--- config.mk ---
export PLATFORM = sky130hd
export DESIGN_NAME = prio_encoder_hs
export DESIGN_NICKNAME = d
export VERILOG_FILES = /design/src/rtl/prio_enc_pkg.sv /design/src/rtl/prio_encoder_hs_find.sv /design/src/rtl/prio_encoder_hs.sv
export SDC_FILE = /design/constraint.sdc
export NUM_CORES = 1
export LEC_CHECK = 0
export CAP_MARGIN = 10
export CORE_AREA = 2 2 39 41
export CTS_CLUSTER_SIZE = 30
export DETAILED_ROUTE_END_ITERATION = 6
export DIE_AREA = 0 0 41 43
export PLACE_DENSITY_LB_ADDON = 0.1
export SLEW_MARGIN = 20
export SYNTH_ARGS = -nofsm -noshare
export SYNTH_HDL_FRONTEND = slang
export SYNTH_SLANG_ARGS = --single-unit
--- constraint.sdc ---
create_clock -name clk -period 1.3 [get_ports clk]
set_clock_uncertainty 0.05 [all_clocks]
set_input_delay 0.13 -clock clk [delete_from_list [all_inputs] [get_ports clk]]
set_output_delay 0.13 -clock clk [all_outputs]
set_load 0.02 [all_outputs]
--- src/rtl/prio_enc_pkg.sv ---
// Shared constants and helpers for the handshaked priority encoder.
package prio_enc_pkg;

  localparam int MODE_FIXED = 0;
  localparam int MODE_RR    = 1;

  // Clearing the lowest set bit leaves something only if two or more were set.
  function automatic logic popcount_ge2(input logic [63:0] vec);
    return (vec & (vec - 64'd1)) != 64'd0;
  endfunction

endpackage

--- src/rtl/prio_encoder_hs_find.sv ---
// Combinational search: first set bit of req starting at index start, with wrap.
module prio_find #(
  parameter int N = 8,
  parameter int W = $clog2(N)
) (
  input  logic [N-1:0] req,
  input  logic [W-1:0] start,
  output logic         found,
  output logic [W-1:0] idx
);

  logic [2*N-1:0] dbl_s;
  logic [N-1:0]   rot_s;
  logic [W-1:0]   off_s;
  logic [W:0]     sum_s;

  assign dbl_s = {req, req};
  assign rot_s = dbl_s[start +: N];
  assign found = |req;

  // Lowest set bit of the rotated view; scanning downward leaves the lowest hit.
  always_comb begin
    off_s = '0;
    for (int i = N - 1; i >= 0; i--) begin
      off_s = rot_s[i] ? W'(i) : off_s;
    end
  end

  // Map the rotated offset back to an absolute index modulo N.
  always_comb begin
    sum_s = {1'b0, start} + {1'b0, off_s};
    if (sum_s >= (W+1)'(N)) begin
      idx = W'(sum_s - (W+1)'(N));
    end else begin
      idx = sum_s[W-1:0];
    end
  end

endmodule

--- src/rtl/prio_encoder_hs.sv ---
// Registered N:log2(N) priority encoder with valid/ready handshake,
// fixed-priority or round-robin search.
module prio_encoder_hs
  import prio_enc_pkg::*;
#(
  parameter int N    = 8,
  parameter int W    = $clog2(N),
  parameter int MODE = MODE_FIXED
) (
  input  logic         clk,
  input  logic         rst_n,
  input  logic         en,
  input  logic         in_valid,
  input  logic [N-1:0] in_req,
  output logic         in_ready,
  output logic         out_valid,
  input  logic         out_ready,
  output logic [W-1:0] out_code,
  output logic         out_none,
  output logic         out_multi
);

  logic         out_valid_r;
  logic [W-1:0] out_code_r;
  logic         out_none_r;
  logic         out_multi_r;
  logic [W-1:0] rr_ptr_r;

  logic         accept_s;
  logic         found_s;
  logic [W-1:0] idx_s;
  logic [W-1:0] start_s;

  assign in_ready = en && (!out_valid_r || out_ready);
  assign accept_s = in_valid && in_ready;
  assign start_s  = (MODE == MODE_RR) ? rr_ptr_r : '0;

  prio_find #(.N(N), .W(W)) u_find (
    .req   (in_req),
    .start (start_s),
    .found (found_s),
    .idx   (idx_s)
  );

  // Result register, round-robin pointer and output-valid tracking.
  always_ff @(posedge clk or negedge rst_n) begin
    if (!rst_n) begin
      out_valid_r <= 1'b0;
      out_code_r  <= '0;
      out_none_r  <= 1'b0;
      out_multi_r <= 1'b0;
      rr_ptr_r    <= '0;
    end else if (accept_s) begin
      out_valid_r <= 1'b1;
      out_code_r  <= found_s ? idx_s : '0;
      out_none_r  <= !found_s;
      out_multi_r <= popcount_ge2(64'(in_req));
      if ((MODE == MODE_RR) && found_s) begin
        rr_ptr_r <= (idx_s == W'(N - 1)) ? '0 : idx_s + W'(1);
      end else begin
        rr_ptr_r <= rr_ptr_r;
      end
    end else if (out_ready) begin
      out_valid_r <= 1'b0;
    end else begin
      out_valid_r <= out_valid_r;
    end
  end

  assign out_valid = out_valid_r;
  assign out_code  = out_code_r;
  assign out_none  = out_none_r;
  assign out_multi = out_multi_r;

endmodule

# Word-level counts from Yosys, hierarchy flattened
# Cells that the tools add are included.
# word_totals
ff_bits	6
inputBits	13
wordCells	28
out_inout_bits	7
# op_classes
n_mux	12
reduce_logical	8
n_lt_le_gt_ge	1
n_addsub	2
bitwise_logic	1
# ops
operator	count
$and A8 B64 Y64	1
$reduce_bool A64 Y1	1
$mux W3	10
$sub A8 B1 Y9 const B	1
$reduce_or A8 Y1	1
$ge A3 B4 Y1 const B	1
$sub A3 B1 Y3 const B	1
$logic_and A1 B1 Y1	2
$logic_not A1 Y1	2
$mux W1	2
$reduce_bool A2 Y1	1
$logic_or A1 B1 Y1	1

# Longest topological paths before layout
# depth
ltp_word	11
ltp_mapped	5
ltp_nobuf	4

# Cells and area by module
# Synthesis repeated with hierarchy kept, for this count alone.
# unflattened
hier_cells	76
area_unflattened_um2	785.8
# by_module_without_submodules
module	instances	cells_each	seq_area_each_um2	area_per_inst_um2
prio_find	1	42	0.0	478.0
prio_encoder_hs	1	34	150.1	307.8

# Least setup slack after synthesis
# No wires, ideal clock.
# synth_path
kind	register -> register
start	register out_valid_r, in the netlist out_valid
end	register out_multi_r, in the netlist out_multi
t_required_ns	1.124
setup_ns	0.126
arrival_time_ns	1.266
synth_period_minus_slack_ns	1.442
setup_slack_ns	-0.142
n_path_buf	1
stages_incl_launch_ff	6
path_cell_list	dfrtp_1 nand2b_1 nand3_1 clkbuf_1 nor2_1 a221o_1
# synth_via
elab_chain_len	4
# synth_lines
element	line_no	source
start, declared	prio_encoder_hs.sv:23	logic out_valid_r;
start signal, assigned	prio_encoder_hs.sv:66	out_valid_r <= out_valid_r;
$logic_not A1 Y1	prio_encoder_hs.sv:34	assign in_ready = en && (!out_valid_r || out_ready);
$logic_or A1 B1 Y1	prio_encoder_hs.sv:34	
$logic_and A1 B1 Y1	prio_encoder_hs.sv:34	
$logic_and A1 B1 Y1	prio_encoder_hs.sv:35	assign accept_s = in_valid && in_ready;
end signal, assigned	prio_encoder_hs.sv:57	out_multi_r <= popcount_ge2(64'(in_req));
end, declared	prio_encoder_hs.sv:26	logic out_multi_r;
# No other way between the ends.
# A chain may end at the register's enable or synchronous reset.

# Worst setup path in the final report
# Ends and elaborated chain as after synthesis.

==> flow_summary.ini <==
[worst_setup_path]
ff2ff_path_depth = 5
crit_arrival_ns = 1.33
slowest_delay_ns = 0.41
cp_common_cell = buf_6
cp_max_fo = 6
crit_slowest_cell = dfrtp_2
required_ns = 1.38
crit_path_start = out_valid
worst_setup_path_start_kind = flop
reg2reg_from = out_valid
crit_chain = nand2b_4 -> buf_6 -> nand3_4 -> buf_6 -> a221o_1
end_kind = flop
crit_type = flop to flop

[synthesis]
ys_seq_area_share_pct = 41.1
synthesis.area_sq_um = 365
syn_area_per_cell_sq_um = 9.13
ys_seq_elements = 6
ys_warn_count = 0
synthArstFlopShare_pct = 100
synthFlopType = dfrtp_1
synth.distinct_cells = 21
yosys-top-cells-count = 6 x dfrtp_1, 6 x nor3_1, 3 x nand2_1, 3 x nor2_1
yosysTopAreaCellShare_pct = 41.1
yosysTopAreaCell = dfrtp_1
synthTopCellsByArea = dfrtp_1 41%, nor3_1 8.2%, maj3_1 5.5%
synthesis.nets = 53
syn_inst = 40
synth_edf_count = 0

[route]
vias = 451
wirelength_microns = 996
drt_iter0_drc = 5
first_pass_iters = 4
wl_per_cell_microns = 10.7
antenna_left = 0
drc_errors = 0
viasPerCell = 4.85

[timing]
max_slew_margin_pct = 82.6
fin_crit_sh_pct = 96.0
min_period_ns = 1.25
final-hold-violation-count = 0
slew_violations = 0
worst_slew_pin_slew_ns = 0.259
fmax_mhz = 801
setup_viol = 0

[layout]
fin_util_pct = 53.9
area_growth_pct = 104
final_net_count = 91
drive_above_1_share_pct = 37.7
final-seq-area_sq_um = 151
fill_cells = 141
multi_input_area_sq_um = 239
num_antenna_cells = 0

[floorplanning]
die_w_microns = 41
initial_core_util_pct = 26.4
fp.dieH_microns = 43
placementRows = 14
core_sq_um = 1380
die_area_sq_um = 1760
boundaryPins = 20

[placement]
portBuffers = 19
gp_congestion = 0.823
dpl.hpwl_microns = 739

[clock_network]
h-tree-depth = 1
insertion_delay_ns = 0.25
cts_buffers = 3
cts_setup_buffers = 0
clkTransAtPathRegs_ns = 0.05
cts_hold_buf = 0
cts_tree = yes
cts_buffer_depth = 2
cts.sink_count = 6
cts-root-buf = clkbuf_4

[status]
status = finished, final reports clean

[power]
p_leak_nw = 0.383
p_per_area_nw_per_um2 = 815
vdd_drop_max_uv = 271
power_mw = 0.608

[worst_hold_path]
min-delay-path-class = input port to async pin

[grt]
globalRouteOverflowTotal = 0
track_usage_pct = 13.5
grt_pass1_wl_microns = 1580
grt_max_degree = 7
first_global_vias = 407
antenna_found_initial = 0

[job]
drv_cap = 0
layer usage:
metal  vias up  global-route usage (%)  part of all wire (%)
met1       203                    17.2                    39
met3         2                    1.57                   5.0
met4         0                    12.0                   1.2
met2        19                    18.8                    55
li1        227                       -                     -
met5         -                       0                     0
logic make-up (layout without fill, tap and decap cells):
kind of cell             after synthesis  count (layout)  share of synthesized area (%)
AND/OR/NAND/NOR                       20              20                           30.8
AO/OA/AOI/OAI                          8               8                           16.4
flip-flops                             6               6                           41.1
multiplexers                           1               1                           3.08
adder cells (fa/ha/maj)                2               2                           5.48
buffers and inverters                  3              40                           3.08
layout make-up:
type | count | share of cell area [%]
Inverter | 2 | 1.01
Tap cell | 16 | 2.68
Sequential cell | 6 | 20.3
Timing Repair Buffer | 34 | 40.4
Clock buffer | 4 | 3.52
Multi-Input combinational cell | 31 | 32.0
per-stage QoR:
stage          setup TNS [ns]  instances  cell area [sq um]  setup slack, ns  hold slack [ns]
4_1_cts                     0         93                708          0.00274           0.0666
5_1_grt              -0.00718         93                746         -0.00433           0.0806
3_3_place_gp            -1.94         88                678           -0.455            0.343
2_1_floorplan               0         40                377          0.00315           -0.216
6_report                    0         93                746           0.0514           0.0663
3_5_place_dp            -1.97         88                678           -0.470            0.336
cells in the final DEF (no fill, tap or decap), drive strengths merged, types with 3 or more instances in the layout:
master / count
nor2: 3
clkbuf: 4
dfrtp: 6
dlygate4sd2: 9
dlymetal6s2s: 3
buf: 16
clkdlybuf4s50: 4
nor3: 7
nand2: 3
worst max-delay path, delay by kind of cell (launching register included):
family	cells	cell delay, ns
AOI/OAI and AO/OA	1	0.30
and+or+nand+nor	2	0.13
DFF	1	0.41
buffers and inverters	2	0.24
worst paths after layout:
kind	slack, ns	endpoint
worst min register to register	0.43	out_code[2]
max in group asynchronous	0.91	out_valid
min in group clk	0.26	out_code[2]
worst max-delay path	0.05	out_multi
worst min-delay path	0.07	out_code[2]
worst max register to register	0.05	out_multi
report_power, final:
group	total, mW	internal (mW)	switching [mW]
Combinational	0.202	0.108	0.0938
Clock	0.189	0.117	0.0724
Sequential	0.217	0.206	0.0107
registers in the layout, indices dropped and copies added, names as in the netlist:
register and count:
out_none 1, out_code 3, out_multi 1, out_valid 1
what timing repair did:
item,4_1_cts,5_1_grt
cloned,1,0
setup endpoints to repair,11,5
pin swaps,3,2
resized for setup,18,11
Power figures use the tool's default switching activity.
